==> src/rtl/pwm4_pkg.sv <==
// rtl/pwm4_pkg.sv - shared types and constants for the 4-bit PWM duty ramp
package pwm4_pkg;

    localparam int DUTY_W  = 4;
    localparam int PERIOD  = 16;
    localparam int PHASE_W = $clog2(PERIOD);

    localparam logic [DUTY_W-1:0] DUTY_MAX = '1;
    localparam logic [DUTY_W-1:0] DUTY_MIN = '0;

    typedef enum logic [1:0] {
        IDLE = 2'd0,
        UP   = 2'd1,
        DOWN = 2'd2
    } ramp_state_t;

    // A divisor of zero would never produce a step, so it behaves as one.
    function automatic logic [DUTY_W-1:0] eff_div(input logic [DUTY_W-1:0] d);
        return (d == '0) ? DUTY_W'(1) : d;
    endfunction

endpackage

==> src/rtl/pwm4_period_timer.sv <==
// rtl/pwm4_period_timer.sv - free-running PWM phase counter with end-of-period flag
module pwm4_period_timer
    import pwm4_pkg::*;
(
    input  logic               clk,
    input  logic               rst,
    output logic [PHASE_W-1:0] phase,
    output logic               period_end
);

    always_ff @(posedge clk or posedge rst) begin
        if (rst) begin
            phase <= '0;
        end else begin
            phase <= phase + 1'b1;
        end
    end

    // Phase is held at zero in reset, so this stays low there too.
    assign period_end = (phase == PHASE_W'(PERIOD - 1));

endmodule

==> src/rtl/pwm4_duty_ramp.sv <==
// rtl/pwm4_duty_ramp.sv - ramps the PWM duty toward a requested target, one step per N periods
module pwm4_duty_ramp
    import pwm4_pkg::*;
(
    input  logic              clk,
    input  logic              rst,
    input  logic [DUTY_W-1:0] tgt,
    input  logic [DUTY_W-1:0] tgt_div,
    input  logic              tgt_valid,
    output logic              tgt_ready,
    input  logic              abort,
    output logic [DUTY_W-1:0] duty,
    output logic              period_end,
    output logic              busy,
    output logic              done
);

    ramp_state_t       state;
    ramp_state_t       state_nxt;
    logic [DUTY_W-1:0] tgt_q;
    logic [DUTY_W-1:0] div_q;
    logic [DUTY_W-1:0] bcnt;
    logic              done_q;
    logic              done_nxt;
    logic              accept;
    logic              count_en;
    logic              step;
    logic              last_boundary;
    logic [DUTY_W-1:0] duty_stepped;
    logic [PHASE_W-1:0] pwm_phase_unused;

    pwm4_period_timer u_timer (
        .clk        (clk),
        .rst        (rst),
        .phase      (pwm_phase_unused),
        .period_end (period_end)
    );

    assign last_boundary = period_end && (bcnt == div_q - 1'b1);

    always_comb begin
        state_nxt    = state;
        accept       = 1'b0;
        count_en     = 1'b0;
        step         = 1'b0;
        done_nxt     = 1'b0;
        duty_stepped = duty;
        if (state == UP && duty != DUTY_MAX) begin
            duty_stepped = duty + 1'b1;
        end else if (state == DOWN && duty != DUTY_MIN) begin
            duty_stepped = duty - 1'b1;
        end
        case (state)
            IDLE: begin
                if (tgt_valid && !abort) begin
                    accept = 1'b1;
                    if (tgt > duty) begin
                        state_nxt = UP;
                    end else if (tgt < duty) begin
                        state_nxt = DOWN;
                    end else begin
                        done_nxt = 1'b1;
                    end
                end
            end
            UP, DOWN: begin
                // Abort wins over a coincident step: duty freezes where it is.
                if (abort) begin
                    state_nxt = IDLE;
                end else if (period_end) begin
                    count_en = 1'b1;
                    if (last_boundary) begin
                        step = 1'b1;
                        if (duty_stepped == tgt_q) begin
                            state_nxt = IDLE;
                            done_nxt  = 1'b1;
                        end
                    end
                end
            end
            default: begin
                state_nxt = IDLE;
            end
        endcase
    end

    always_ff @(posedge clk or posedge rst) begin
        if (rst) begin
            state <= IDLE;
        end else begin
            state <= state_nxt;
        end
    end

    always_ff @(posedge clk or posedge rst) begin
        if (rst) begin
            duty   <= '0;
            tgt_q  <= '0;
            div_q  <= DUTY_W'(1);
            bcnt   <= '0;
            done_q <= 1'b0;
        end else begin
            done_q <= done_nxt;
            if (accept) begin
                tgt_q <= tgt;
                div_q <= eff_div(tgt_div);
                bcnt  <= '0;
            end else if (count_en) begin
                if (step) begin
                    duty <= duty_stepped;
                    bcnt <= '0;
                end else begin
                    bcnt <= bcnt + 1'b1;
                end
            end
        end
    end

    assign tgt_ready = (state == IDLE) && !rst;
    assign busy      = (state != IDLE);
    assign done      = done_q;

endmodule

==> config.mk <==
export PLATFORM = sky130hd
export DESIGN_NAME = pwm4_duty_ramp
export DESIGN_NICKNAME = d
export VERILOG_FILES = /design/src/rtl/pwm4_pkg.sv /design/src/rtl/pwm4_period_timer.sv /design/src/rtl/pwm4_duty_ramp.sv
export SDC_FILE = /design/constraint.sdc
export NUM_CORES = 1
export LEC_CHECK = 0
export ABC_AREA = 0
export CAP_MARGIN = 20
export CORE_MARGIN = 1.5
export CORE_UTILIZATION = 55
export DETAILED_ROUTE_END_ITERATION = 16
export GPL_TIMING_DRIVEN = 0
export PLACE_DENSITY = 0.79
export SLEW_MARGIN = 15
export SYNTH_ARGS = -nofsm -noshare
export SYNTH_HDL_FRONTEND = slang
export SYNTH_HIERARCHICAL = 1
export SYNTH_SLANG_ARGS = --single-unit
==> constraint.sdc <==
create_clock -name clk -period 3.08 [get_ports clk]
set_clock_uncertainty 0.2 [all_clocks]
set_input_delay 0.308 -clock clk [delete_from_list [all_inputs] [get_ports clk]]
set_output_delay 0.308 -clock clk [all_outputs]
set_load 0.05 [all_outputs]
Word level (Yosys, flattened, before mapping):

Cells that the tools add are included.

* bits in registers: 23
* input port bits: 12
* logic and storage cells: 72
* output and inout bits: 8

* $lt $le $gt $ge: 2
* bitwise logic cells: 1
* equality and inequality tests: 11
* reductions and logical operators: 15
* mux-type cells: 31
* add/sub/neg operators: 5

Operators by type and width (number)
* two-way mux 4 bit: 6
* two-way mux 1 bit: 16
* two-way mux 2 bit: 7
* adder 4 x 1 -> 4 bit (second input constant): 3
* != test 3 bit (second input constant): 4
* equality test 4 bit: 2
* subtractor 4 x 1 -> 4 bit (second input constant): 2
* logical AND 1 bit: 5
* AND reduction 5 bit: 1
* equality test 4 bit (second input constant): 1
* greater-than comparator 4 bit: 1
* zero test 4 bit: 1
* less-than comparator 4 bit: 1
* != test 4 bit (second input constant): 1
* case mux 2 bit (2 select lines): 1
* nonzero test 2 bit: 2
* nonzero test 4 bit: 1
* AND reduction 3 bit: 1
* equality test 2 x 1 -> 1 bit (second input constant): 1
* equality test 2 bit (second input constant): 1
* zero test 1 bit: 2
* zero test 2 bit: 1
* != test 2 bit (second input constant): 1
* case mux 1 bit (2 select lines): 1
* other kinds (2): 2

Logic depth before layout (Yosys ltp):

Gate-level depths: netlist (run 1).

* word-level depth: 10
* mapped depth: 10

Hierarchy:

The synthesis (run 1) kept the hierarchy.

By module, submodules not included
* pwm4_duty_ramp: seq. area each 476.7 um^2, instances 1, cells an instance 153, area each 1397.6 um^2
* pwm4_period_timer: seq. area each 100.1 um^2, instances 1, cells an instance 11, area each 150.1 um^2

Worst setup path after synthesis (run 1):

Ideal clock, no wire load.

* path kind: register to register
* start: reg duty[1]
* end: reg state[0]
* setup time: 122 ps
* path buffers: 0
* data required time: 2758 ps
* slack: 178 ps
* data arrival time: 2581 ps
* cell stages (with the launch flop): 10
* clock period less this slack: 2902 ps
* path through: dfrtp_1 > inv_1 > ha_1 > or4b_4 > o211ai_1 > a221oi_2 > xnor2_1 > o41ai_4 > o21ai_1 > a32o_1

* longest elaborated chain between the ends: 7
* elaborated cells between the ends (all ways): 17
* classes of those cells: add/sub: 2; order compare: 2; eq/ne: 4; mux: 5; reduce/logical: 4

Ends and longest elaborated chain
* from (decl): line pwm4_duty_ramp.sv:12 `output logic [DUTY_W-1:0] duty,`
* from (signal assigned): line pwm4_duty_ramp.sv:110 `duty <= duty_stepped;`
* parallel branches: the longest is 7 deep, another holds subtractor 4 x 1 -> 4 bit
* to (signal assigned): line pwm4_duty_ramp.sv:91 `state <= state_nxt;`
* to (decl): line pwm4_duty_ramp.sv:18 `ramp_state_t state;`

Parallel ways; which one is timed is not known. The select of a mux whose other input is x is not followed.
A chain may end at the register's enable or synchronous reset.

Final worst setup path (run 1):

* start: reg state[1]
* end: reg state[1]

* longest elaborated chain between the ends: 7
* elaborated cells between the ends (all ways): 16
* classes of those cells: eq/ne: 8; mux: 3; reduce/logical: 5

Ends and longest elaborated chain
* equality test 2 bit: line pwm4_duty_ramp.sv:50, pwm4_duty_ramp.sv:53
* logical AND 1 bit: line pwm4_duty_ramp.sv:50 `end else if (state == DOWN && duty != DUTY_MIN) begin`
* two-way mux 4 bit: line pwm4_duty_ramp.sv:50
* two-way mux 4 bit: line pwm4_duty_ramp.sv:48 `if (state == UP && duty != DUTY_MAX) begin`
* equality test 4 bit: line pwm4_duty_ramp.sv:74 `if (duty_stepped == tgt_q) begin`
* != test 3 bit (no source line)
* AND reduction 5 bit (no source line)

Several ways; a longest one is shown, not always the timed one.

==> results.py, run 1 <==
metrics = {
    "run_status": {
        "status": "complete, no violations",
    },
    "clock_tree": {
        "clkTransAtPathRegs_ns": 0.13,
        "post_cts_buffers": 0,
        "clk_latency_ns": 0.31,
        "clock-root-buffer": "clkbuf_4",
        "cts_buffers": 3,
        "clk_path_buf_depth": 2,
        "cts_tree": "yes",
        "h-tree-depth": 1,
        "post_cts_resized": 0,
        "clock_sinks": 23,
    },
    "timing": {
        "hold_slack_ns": 0.274,
        "setup_viol": 0,
        "min_period_ns": 2.93,
        "setup_ws_ns": 0.153,
        "finalHoldViolations": 0,
        "max_freq_mhz": 342,
        "rsz0062_at_grt": "no",
        "worst_pin_slew_ns": 0.759,
        "maxSlewViolCount": 0,
        "slew_headroom": 0.494,
        "final.period_utilization": 0.950,
        "fin_tns_setup_ns": 0,
    },
    "placed_design": {
        "dp.cells": 214,
        "portBuffers": 19,
        "dp_slack_ns": 0.162,
        "hpwl_um": 2530,
        "gp_congestion": 0.811,
    },
    "setup_path": {
        "critPathSlowestCell": "or4b_4",
        "r2r_slack_ns": 0.15,
        "setup.worst_path.end_class": "flop",
        "cp_cell_sequence": "inv_1, ha_1, buf_2, or4b_4, o211ai_1, a221oi_2, xnor2_1, o41ai_4, o21ai_1, a32o_1",
        "crit_cells": 10,
        "cp-start-kind": "flop",
        "cp.required_ns": 3.09,
        "r2r_start": "state[1]",
        "cp_num_buf_inv": 2,
        "worstReg2RegEnd": "state[1]",
        "crit_type": "reg -> reg",
        "max_stage_delay_ns": 0.50,
        "path_max_fanout": 9,
        "crit_arrival_ns": 2.94,
        "rr_worst_depth": 10,
        "critical_path.top_delay_family": "compound AO/OA/AOI/OAI gates",
    },
    "floorplanning": {
        "core_area_um2": 2710,
        "die_area_um2": 3140,
        "die_w_um": 56.0,
        "rows": 19,
        "pin_count": 20,
        "die-height_um": 56.0,
        "start_util": 0.571,
    },
    "layout": {
        "insertedDiodeCount": 0,
        "register_area_um2": 577,
        "instances_no_fill": 219,
        "final_nets": 214,
        "final_core_util": 0.669,
        "drive_above_1_share": 0.0904,
        "multi_input_area_um2": 895,
        "final_common_cell": "dfrtp_1",
        "fillers": 218,
        "final_cell_mix": "dfrtp_1 (22), nand2_1 (21), clkdlybuf4s50_1 (19)",
        "area_growth_pct": 17.1,
    },
    "logic_synthesis": {
        "postSynthAreaPerCell_um2": 9.44,
        "synth_top_area_frac": 0.356,
        "netlist_area_um2": 1550,
        "synth_seq_cells": 23,
        "synth_cells": 164,
        "async_flop_share": 1.00,
        "yosysWarnings": 6,
        "synth_cell_types": 44,
        "syn_nets": 189,
        "synth-edff-count": 0,
        "synth_area_leaders": "dfrtp_1 (36%), ha_1 (11%), nand2_1 (5.1%), xnor2_1 (5.1%), inv_1 (3.4%)",
        "synthFlopType": "dfrtp_1",
        "yosysTopAreaCell": "dfrtp_1",
        "yosysSeqAreaShare": 0.373,
    },
    "pwr": {
        "p_comb_frac": 0.470,
        "power_density_nw_per_um2": 597,
        "seq_power_share": 0.399,
        "power_switching_share": 0.414,
        "p_leak_nw": 0.801,
        "power_switching_w": 0.000448,
        "peakVddDrop_mv": 0.477,
        "p_int_w": 0.000635,
        "power.share.clock": 0.131,
    },
    "hold_path": {
        "hp-class": "reg -> reg",
        "hold_path_depth": 1,
        "hp-start": "u_timer/phase[0]",
        "min_to": "u_timer/phase[0]",
    },
    "detailed_routing": {
        "drtIter0Drc": 93,
        "ant_nets": 0,
        "wl_um": 3260,
        "first_pass_iters": 4,
        "vias_per_cell": 5.81,
        "wl_per_cell_um": 14.9,
        "vias": 1273,
        "drc": 0,
    },
    "run": {
        "max-cap-violations": 0,
    },
    "grt": {
        "grt_pass1_wl_um": 5530,
        "grt_max_degree": 20,
        "grt_pass1_vias": 1227,
        "antenna_found_initial": 0,
        "grt_overflow": 0,
        "track_usage": 0.226,
    },
}
worst register-to-register path, cell delays in order (launching register included):
cell      delay, ns
dfrtp_1        0.43
inv_1          0.08
ha_1           0.19
buf_2          0.17
or4b_4         0.50
o211ai_1       0.16
a221oi_2       0.12
xnor2_1        0.19
o41ai_4        0.43
o21ai_1        0.15
a32o_1         0.22
logic make-up after synthesis:
group	Yosys count	share of synthesized area
DFF	23	0.373
and+or+nand+nor	63	0.210
xor gates and xnor gates	15	0.0897
adders and majority gates	13	0.105
buffers and inverters	18	0.0493
AOI/OAI and AO/OA	32	0.173
Yosys cell counts (all sizes together), types with 4 or more instances:
cell type,n
nor2,12
nand3,5
nor2b,4
a21oi,9
nand2,22
xnor2,10
ha,13
o21ai,9
dfrtp,22
inv,14
xor2,5
timing repair:
item | in CTS | in global routing
hold buffers | 1 | 0
endpoints found under the hold margin | 4 | 0
setup endpoints to repair | 0 | 2
worst max path at each step:
| stage | start | endpoint | slack (ns) |
|---|---|---|---|
| after floorplan | duty[1] | state[0] | 0.18 |
| after global placement | div_q[0] | state[0] | 0.24 |
| after detailed placement | div_q[0] | state[0] | 0.16 |
| after CTS | div_q[0] | state[0] | 0.15 |
| after global routing | state[1] | state[0] | 0.02 |
| final | state[1] | state[1] | 0.15 |
power groups by stage:
stage	sequential (W)	clock, W	combinational, W
global placement	0.000430	0	0.000485
global route	0.000441	0.000159	0.000555
detailed placement	0.000438	0	0.000503
finish	0.000432	0.000142	0.000509
CTS	0.000431	0.000148	0.000508
floorplan	0.000425	0	0.000395
flip-flops by register name, indices dropped and copies added, names as in the netlist:
| signal | count |
|---|---|
| bcnt | 4 |
| div_q | 4 |
| done | 1 |
| duty | 4 |
| state | 2 |
| tgt_q | 4 |
| u_timer/phase | 4 |
metrics by stage:
stage | total power, W | instance area, um2
finish | 0.00108 | 1810
global route | 0.00116 | 1810
CTS | 0.00109 | 1810
detailed placement | 0.000941 | 1780
global placement | 0.000915 | 1780
floorplan | 0.000820 | 1550
routing by layer:
layer | track usage | wire [um] | part of all wire
met1 | 0.295 | 1440 | 0.44
met2 | 0.373 | 1660 | 0.51
met3 | 0.0233 | 112 | 0.034
met4 | 0.109 | 54 | 0.017
met5 | 0 | 0 | 0
layout make-up:
class / instances / share of cell area
plain buffers: 4 / 0.0131
clock buffers: 4 / 0.0145
inverters: 14 / 0.0290
multi-input cells: 123 / 0.493
flip-flops and latches: 23 / 0.318
well taps: 31 / 0.0214
repair buffers: 20 / 0.110
No activity file was read; power rests on OpenSTA's default activity.
==> run 2, diff against run 1 <==
--- a/config.mk
+++ b/config.mk
@@ -8,10 +8,9 @@
 export ABC_AREA = 0
 export CAP_MARGIN = 20
 export CORE_MARGIN = 1.5
-export CORE_UTILIZATION = 55
+export CORE_UTILIZATION = 27
 export DETAILED_ROUTE_END_ITERATION = 16
 export GPL_TIMING_DRIVEN = 0
-export PLACE_DENSITY = 0.79
 export SLEW_MARGIN = 15
 export SYNTH_ARGS = -nofsm -noshare
 export SYNTH_HDL_FRONTEND = slang
==> run 2 against run 1 <==
Effect of this change: die area grew 97%; global-route usage shrank 11 points; sequential share of layout area shrank 1.0 points; final area grew 3.3%; critical path depth fell by 1; utilization fell by 33 points; via count is 4.2% lower; worst hold slack lost 0.20 ns; power is 3.0% higher; first-iteration DRC count is 61% lower; maximum frequency rose by 0.23%; critical path type unchanged; largest cell class unchanged.
==> results.py, run 2 (same netlist as run 1, synthesis figures left out) <==
metrics = {
    "run_status": {
        "status": "complete, no violations",
    },
    "detailed_routing": {
        "dr_wl_met3_um": 159,
        "drtIter0Drc": 36,
        "vias_per_cell": 4.71,
        "dr.max_layer_used": "met4",
        "met2_length_um": 1350,
        "drc": 0,
        "ant_nets": 0,
        "wl_per_cell_um": 12.2,
        "wl_um": 3160,
        "vias": 1220,
        "met1_length_um": 1640,
        "first_pass_iters": 4,
    },
    "setup_path": {
        "r2r_start": "duty[1]",
        "path_max_fanout": 7,
        "cp.required_ns": 3.03,
        "critPathSlowestCell": "or4b_4",
        "cp_cell_sequence": "inv_1, ha_1, or4b_4, o211ai_1, a221oi_2, xnor2_1, o41ai_4, o21ai_1, a32o_1",
        "cp_num_buf_inv": 1,
        "max_stage_delay_ns": 0.49,
        "crit_cells": 9,
        "cp-start-kind": "flop",
        "setup.worst_path.end_class": "flop",
        "rr_worst_depth": 9,
        "critical_path.top_delay_family": "compound AO/OA/AOI/OAI gates",
        "crit_type": "reg -> reg",
        "r2r_slack_ns": 0.16,
        "crit_arrival_ns": 2.87,
        "worstReg2RegEnd": "state[1]",
    },
    "timing": {
        "final.period_utilization": 0.948,
        "hold_slack_ns": 0.0710,
        "fin_tns_setup_ns": 0,
        "setup_viol": 0,
        "max_freq_mhz": 342,
        "slew_headroom": 0.482,
        "maxSlewViolCount": 0,
        "min_period_ns": 2.92,
        "worst_pin_slew_ns": 0.776,
        "finalHoldViolations": 0,
        "rsz0062_at_grt": "no",
    },
    "floorplanning": {
        "die-height_um": 78.7,
        "rows": 27,
        "die_w_um": 78.7,
        "start_util": 0.281,
        "core_area_um2": 5510,
        "die_area_um2": 6200,
        "pin_count": 20,
    },
    "layout": {
        "insertedDiodeCount": 0,
        "final_common_cell": "dfrtp_1",
        "final_nets": 213,
        "drive_above_1_share": 0.0909,
        "area_growth_pct": 21.0,
        "fillers": 558,
        "final_cell_mix": "dfrtp_1 (22), nand2_1 (21), clkdlybuf4s50_1 (19)",
    },
    "placed_design": {
        "hpwl_um": 2440,
        "gp_congestion": 0.744,
        "portBuffers": 19,
    },
    "clock_tree": {
        "clk_path_buf_depth": 2,
        "clock-root-buffer": "clkbuf_8",
        "holdBufCountCts": 0,
        "cts_buffers": 3,
        "cts_tree": "yes",
        "clkTransAtPathRegs_ns": 0.08,
        "clock_sinks": 23,
        "clk_latency_ns": 0.26,
        "post_cts_resized": 0,
        "h-tree-depth": 1,
        "post_cts_buffers": 0,
    },
    "pwr": {
        "peakVddDrop_mv": 0.555,
        "power_density_nw_per_um2": 596,
        "p_leak_nw": 0.805,
    },
    "grt": {
        "grt_pass1_wl_um": 5500,
        "grt_max_degree": 20,
        "grt_pass1_vias": 1179,
        "track_usage": 0.111,
        "antenna_found_initial": 0,
        "grt_overflow": 0,
    },
    "hold_path": {
        "hp-class": "in -> async",
    },
    "run": {
        "max-cap-violations": 0,
    },
}
## run 2: changes by cell type in the layout (fill, tap and decap cells not counted)
cell	previous run	this run
clkbuf_8	0	3
clkbuf_4	3	0
dlygate4sd3_1	1	0
## run 2: worst max path at each step
stage / from / end / slack (ns)
after floorplan: duty[1] / state[0] / 0.18
after global placement: duty[1] / state[1] / 0.22
after detailed placement: duty[1] / state[1] / 0.20
after CTS: duty[1] / state[1] / 0.17
after global routing: duty[1] / state[1] / 0.03
final: duty[1] / state[1] / 0.16
## run 2: final cells by class
type | instances | area [um2] | share of cell area
Multi-Input combinational cell | 123 | 895 | 0.478
Sequential cell | 23 | 577 | 0.308
Timing Repair Buffer | 19 | 190 | 0.102
Tap cell | 72 | 90.1 | 0.0481
Inverter | 14 | 52.6 | 0.0281
Clock buffer | 4 | 45.0 | 0.0240
Buffer | 4 | 23.8 | 0.0127
## run 2: where the power goes
group	internal, W	switching, W
combinational	0.000211	0.000285
clock	0.0000923	0.0000956
sequential	0.000370	0.0000614
total	0.000674	0.000442
## run 2: layer usage
| metal | vias to the layer above | track usage |
|---|---|---|
| met5 | - | 0 |
| met4 | 0 | 0.0161 |
| met3 | 2 | 0.0287 |
| met2 | 26 | 0.166 |
| met1 | 578 | 0.163 |
| li1 | 614 | - |
## run 2: through the flow
| stage | utilization | power, W | cells | setup slack [ns] | cell area, um2 |
|---|---|---|---|---|---|
| floorplan | - | 0.000820 | 164 | 0.178 | 1550 |
| global placement | 0.332 | 0.000927 | 255 | 0.216 | 1830 |
| detailed placement | 0.332 | 0.000934 | 255 | 0.197 | 1830 |
| CTS | 0.340 | 0.00113 | 259 | 0.174 | 1870 |
| global route | 0.340 | 0.00120 | 259 | 0.0300 | 1870 |
| finish | 0.340 | 0.00112 | 259 | 0.160 | 1870 |
==> edit 1: new RTL, settings of run 2 <==
Reset style: synchronous (`rst`), changed in 3 clocked blocks.
--- a/src/rtl/pwm4_period_timer.sv
+++ b/src/rtl/pwm4_period_timer.sv
@@ -10,3 +10,3 @@
 
-    always_ff @(posedge clk or posedge rst) begin
+    always_ff @(posedge clk) begin
         if (rst) begin
--- a/src/rtl/pwm4_duty_ramp.sv
+++ b/src/rtl/pwm4_duty_ramp.sv
@@ -86,3 +86,3 @@
 
-    always_ff @(posedge clk or posedge rst) begin
+    always_ff @(posedge clk) begin
         if (rst) begin
@@ -94,3 +94,3 @@
 
-    always_ff @(posedge clk or posedge rst) begin
+    always_ff @(posedge clk) begin
         if (rst) begin
Check against the original RTL: differs if rst is asserted again (counterexample within 4 cycles, from zero or initial values and one cycle with rst high); with rst held inactive, the same outputs for 10 cycles.
==> edit 1 against run 2 <==
Wire length grew 16%; synthesized area rose by 4.9%; design area up 4.2%; sequential cell count unchanged; hold slack improved by 0.18 ns; utilization decreased by 0.65 points; first-iteration DRC count rose by 61%; worst setup slack improved by 0.24 ns; largest cell class unchanged; highest routed layer unchanged.
Power is not compared: it rests on default switching activity, and its combinational part moved more than twofold at a synthesized area within 25%.
==> edit 1: results (changes against run 2) <==
finish:
  antennaDiodeCount: 0  # unchanged
  layout-drive-gt1-share: 0.100  # +0.00955
  fin_nets: 245  # +15%
  fin_cells: 294  # +14%
worst_hold_path:
  min-delay-start: "u_timer/phase[0]"
  hold_path.class: "reg2reg"
  holdPathEnd: "u_timer/phase[0]"
  holdPathStages: 1
global_routing:
  grt_usage: 0.119  # +0.00823
  grt_pass1_wl_mm: 6.05  # +10%
  antenna_found_initial: 0  # unchanged
  grt_max_degree: 13  # -35%
  grt_pass1_vias: 1357  # +15%
cts:
  cts.path.max_buffers: 2  # unchanged
  htreeDepth: 1  # unchanged
  post_cts_resized: 0  # unchanged
  clkTransAtPathRegs_ns: 0.08  # about the same
  cts_buffers: 3  # unchanged
  cts_setup_buffers: 0  # unchanged
  clock_latency_ns: 0.27
  clockRootBuffer: "clkbuf_8"
place:
  finalWeightedCongestion: 0.730  # -1.9%
  io_buffer_count: 19  # unchanged
  place_hpwl_mm: 2.87  # +18%
drt:
  viasPerCell: 4.95  # +5.1%
  drt_iter0_markers: 58  # +61%
  dr.pass1.iters: 4  # unchanged
  drt-total-wl_mm: 3.65  # +16%
synthesis:
  avgSynthCellArea_um2: 8.28  # -12%
  ys_top_cells_by_count: "nand2_1 (28), dfxtp_1 (23), a21oi_1 (14)"
  yosysSeqAreaShare: 0.284  # -0.0889
  synth_ff_type: "dfxtp_1"
  async_flop_share: 0  # -1.00
  synth.area.top_cells: "dfxtp_1 (28%), ha_1 (10%), nand2_1 (6.5%), a21oi_1 (4.3%), xnor2_1 (4.3%)"
  yosysWarnings: 6  # unchanged
  synth.distinct_cells: 52  # +18%
  syn-num-nets: 221  # +17%
outcome:
  outcome: "completed"
setup_path:
  crit_path_max_fanout: 9  # +2
  cp-startpoint: "rst"
  reg2reg_to: "state[1]"
  rr_worst_depth: 8  # -1
  rr_startpoint: "duty[0]"
  reg2reg_slack_ns: 0.45  # +0.29 ns
  critical_path_arrival_ns: 2.17  # -0.70 ns
floorplan:
  initial_utilization: 0.277  # -0.00370
power_and_ir_drop:
  power.ir.vdd_worst_mv: 0.134
  power.leakage_nw: 0.733
sta:
  worst_pin_slew_ns: 0.578  # -0.198 ns
  finalSetupViolCount: 0  # unchanged
-- edit 1: cell count changes in the layout (fill, tap and decap cells not counted), moves of 3 or more --
| cell | delta |
|---|---|
| and4_1 | +3 |
| dfrtp_1 | -22 |
| a21oi_1 | +5 |
| and2_1 | +4 |
| or3_1 | +3 |
| nor3_1 | +3 |
| nand2_1 | +7 |
| nand3_1 | +3 |
| dfxtp_1 | +23 |
-- edit 1: kinds of logic (layout without fill, tap and decap cells) --
group | Yosys count | in the layout | share of synthesized area
AO/OA/AOI/OAI | 40 | 40 | 0.172
XOR/XNOR | 14 | 14 | 0.0756
adder cells (fa/ha/maj) | 13 | 13 | 0.100
buffers and inverters | 19 | 42 | 0.0532
flip-flops | 23 | 23 | 0.284
multiplexers | 2 | 2 | 0.0162
AND/OR/NAND/NOR | 85 | 85 | 0.299
-- edit 1: how the worst max path moves through the flow --
stage	cells past startpoint	endpoint
after CTS	4	tgt_ready
after global placement	4	tgt_ready
after detailed placement	4	tgt_ready
after global routing	8	state[1]
final	4	tgt_ready
after floorplan	8	state[1]
-- edit 1: per-stage QoR --
step	util	setup slack, ns	total power, mW	area, um2	hold WS, ns
after CTS	0.334	0.407	0.683	1950	0.258
after floorplan	-	0.421	0.437	1620	0.175
after global routing	0.334	0.238	0.711	1950	0.280
after global placement	0.326	0.395	0.486	1910	0.233
after detailed placement	0.326	0.406	0.488	1910	0.238
final	0.334	0.402	0.673	1950	0.256
-- edit 1: worst max-delay path, stage by stage --
cell             delay [ns]
clkdlybuf4s50_1        0.57
clkbuf_1               0.42
nor2_1                 0.13
clkdlybuf4s50_1        0.74
-- edit 1: metal layers --
metal	vias to the layer above	GRT usage	routed length [um]
met5	-	0	0
met4	0	0.0414	51
met3	5	0.0170	90
met2	16	0.208	1770
met1	690	0.148	1740
li1	744	-	-
-- edit 1: area by class of cell --
| cell class | count | area, um2 |
|---|---|---|
| fillers | 615 | 3900 |
| plain buffers | 7 | 41.3 |
| repair buffers | 19 | 190 |
| well taps | 75 | 93.8 |
| inverters | 12 | 45.0 |
| multi-input cells | 154 | 1080 |
| flip-flops and latches | 23 | 460 |
| clock buffers | 4 | 45.0 |
-- edit 1: power breakdown --
part           total (mW)  switching [mW]  leakage, nW  internal [mW]
clock               0.194           0.101       0.0228         0.0926
combinational       0.157          0.0890        0.523         0.0679
sequential          0.322          0.0127        0.187          0.310
total               0.673           0.203        0.733          0.470
==> edit 2: new RTL, flow settings as in run 2 <==
Made on the original files. `DUTY_W`: 4 -> 6.
--- a/src/rtl/pwm4_pkg.sv
+++ b/src/rtl/pwm4_pkg.sv
@@ -3,3 +3,3 @@
 
-    localparam int DUTY_W  = 4;
+    localparam int DUTY_W  = 6;
     localparam int PERIOD  = 16;
Interface: changed (resized duty, tgt and tgt_div); port bits go from 20 to 26. No check against the original RTL was run, so the function may have changed too.
==> edit 2 against run 2 <==
Fmax down 4.2%; die area up 31%; count of clock-buffer cells in the layout up 2; synthesized area up 33%; design area up 41%; wire length up 45%; synthesized cell count up 30%; sequential cell count up 8; total power up 47%; hold slack worse by 0.012 ns; worst setup slack worse by 0.13 ns; final cell count up 37%.
==> edit 2: results (changes against run 2) <==
place:
  finalWeightedCongestion: 0.860  # +16%
  io_buffer_count: 25  # +6
  place_hpwl_mm: 3.47  # +42%
  place_inst: 339  # +33%
setup_path:
  crit_path_max_fanout: 6  # -1
  critPathSlowestCell: "or4_4"
global_routing:
  grt_pass1_wl_mm: 7.48  # +36%
  grt_usage: 0.116  # +0.00514
  grt_max_degree: 18  # -10%
  grt_pass1_vias: 1614  # +37%
synthesis:
  syn_inst: 214  # +30%
  syn-num-nets: 246  # +30%
  ys_top_cells_by_count: "dfrtp_1 (30), nand2_1 (22), xnor2_1 (19)"
  yosysSeqAreaShare: 0.378  # +0.00575
  synth.distinct_cells: 45  # +2.3%
  yosysWarnings: 6  # unchanged
drt:
  drt_iter0_markers: 54  # +50%
  drt-total-wl_mm: 4.58  # +45%
  wl_per_cell_um: 12.9  # +6.0%
  via_count: 1660  # +36%
power_and_ir_drop:
  power.ir.vdd_worst_mv: 0.289  # -48%
  power.leakage_nw: 1.11  # +38%
  switchingPower_uw: 626  # +42%
outcome:
  outcome: "completed"
cts:
  clkTransAtPathRegs_ns: 0.07
  htreeDepth: 2  # +1
  clock_latency_ns: 0.30  # +0.04 ns
  cts_buffers: 5  # +2
sta:
  relSlewSlack: 0.648  # +0.165
finish:
  fin_nets: 287  # +35%
  n_fill_cell: 759  # +36%
  layout-drive-gt1-share: 0.184  # +0.0927
worst_hold_path:
  hold_path.class: "in2async"
==> edit 2: cell count changes after synthesis, sizes merged, moves of 4 or more <==
cell          run 2  this run
mux2              0        12
xnor2            10        19
dfrtp            22        30
a21oi             9         5
nor3              3         7
==> edit 2: final timing paths <==
check	startpoint	to	slack [ns]
worst max-delay path	duty[0]	state[1]	0.03
worst min-delay path	rst	u_timer/phase[0]	0.06
worst max register to register	duty[0]	state[1]	0.03
worst min register to register	u_timer/phase[0]	u_timer/phase[0]	0.25
max in group asynchronous	rst	div_q[0]	1.92
min in group clk	u_timer/phase[0]	u_timer/phase[0]	0.25
==> edit 2: power by group through the flow <==
stage               Combinational (mW)  Sequential (mW)  Clock [mW]
floorplan                        0.527            0.593           0
CTS                              0.686            0.605       0.337
global placement                 0.653            0.609           0
detailed placement               0.671            0.613           0
finish                           0.708            0.604       0.325
global route                     0.782            0.618       0.351
==> edit 2: repair_timing <==
| item | 4_1_cts | 5_1_grt |
|---|---|---|
| setup endpoints to repair | 1 | 3 |
| buffers inserted | 1 | 7 |
| resized for setup | 0 | 5 |
| pin swaps | 1 | 2 |
==> edit 2: kinds of logic after synthesis <==
family / after synthesis / synth area share
simple gates: 73 / 0.184
compound gates: 38 / 0.130
flops: 31 / 0.378
xor+xnor: 23 / 0.0981
buf+inv: 20 / 0.0408
fa+ha+maj: 16 / 0.0975
mux: 13 / 0.0707
==> edit 2: metal layers <==
metal / vias up / part of all wire / track usage
met3: 8 / 0.033 / 0.0296
met2: 22 / 0.50 / 0.193
met5: - / 0 / 0
met1: 793 / 0.45 / 0.139
li1: 837 / - / -
met4: 0 / 0.017 / 0.0582
==> edit 2: final cells by class <==
class	instances	area, um2	area share
repair buffers	34	338	0.128
clock inverters	2	12.5	0.00474
flip-flops and latches	31	781	0.296
plain buffers	3	20.0	0.00758
multi-input cells	163	1230	0.465
clock buffers	6	72.6	0.0275
well taps	99	124	0.0469
inverters	17	66.3	0.0251
==> edit 2: worst register-to-register path: cells and delay by family, from the launching register on <==
kind | cells | cell delay (ns)
AND/OR/NAND/NOR | 3 | 1.04
AO/OA/AOI/OAI | 3 | 0.71
flip-flops | 1 | 0.45
multiplexers | 1 | 0.30
adder cells (fa/ha/maj) | 1 | 0.14
buffers and inverters | 1 | 0.09
==> edit 2: metrics by stage <==
step / cell area, um2 / setup TNS [ns] / setup WS, ns
floorplan: 2080 / 0 / 0.0182
global placement: 2450 / 0 / 0.0139
detailed placement: 2480 / -0.0148 / -0.0148
CTS: 2570 / 0 / 0.00647
global route: 2640 / -0.0753 / -0.0396
finish: 2640 / 0 / 0.0318
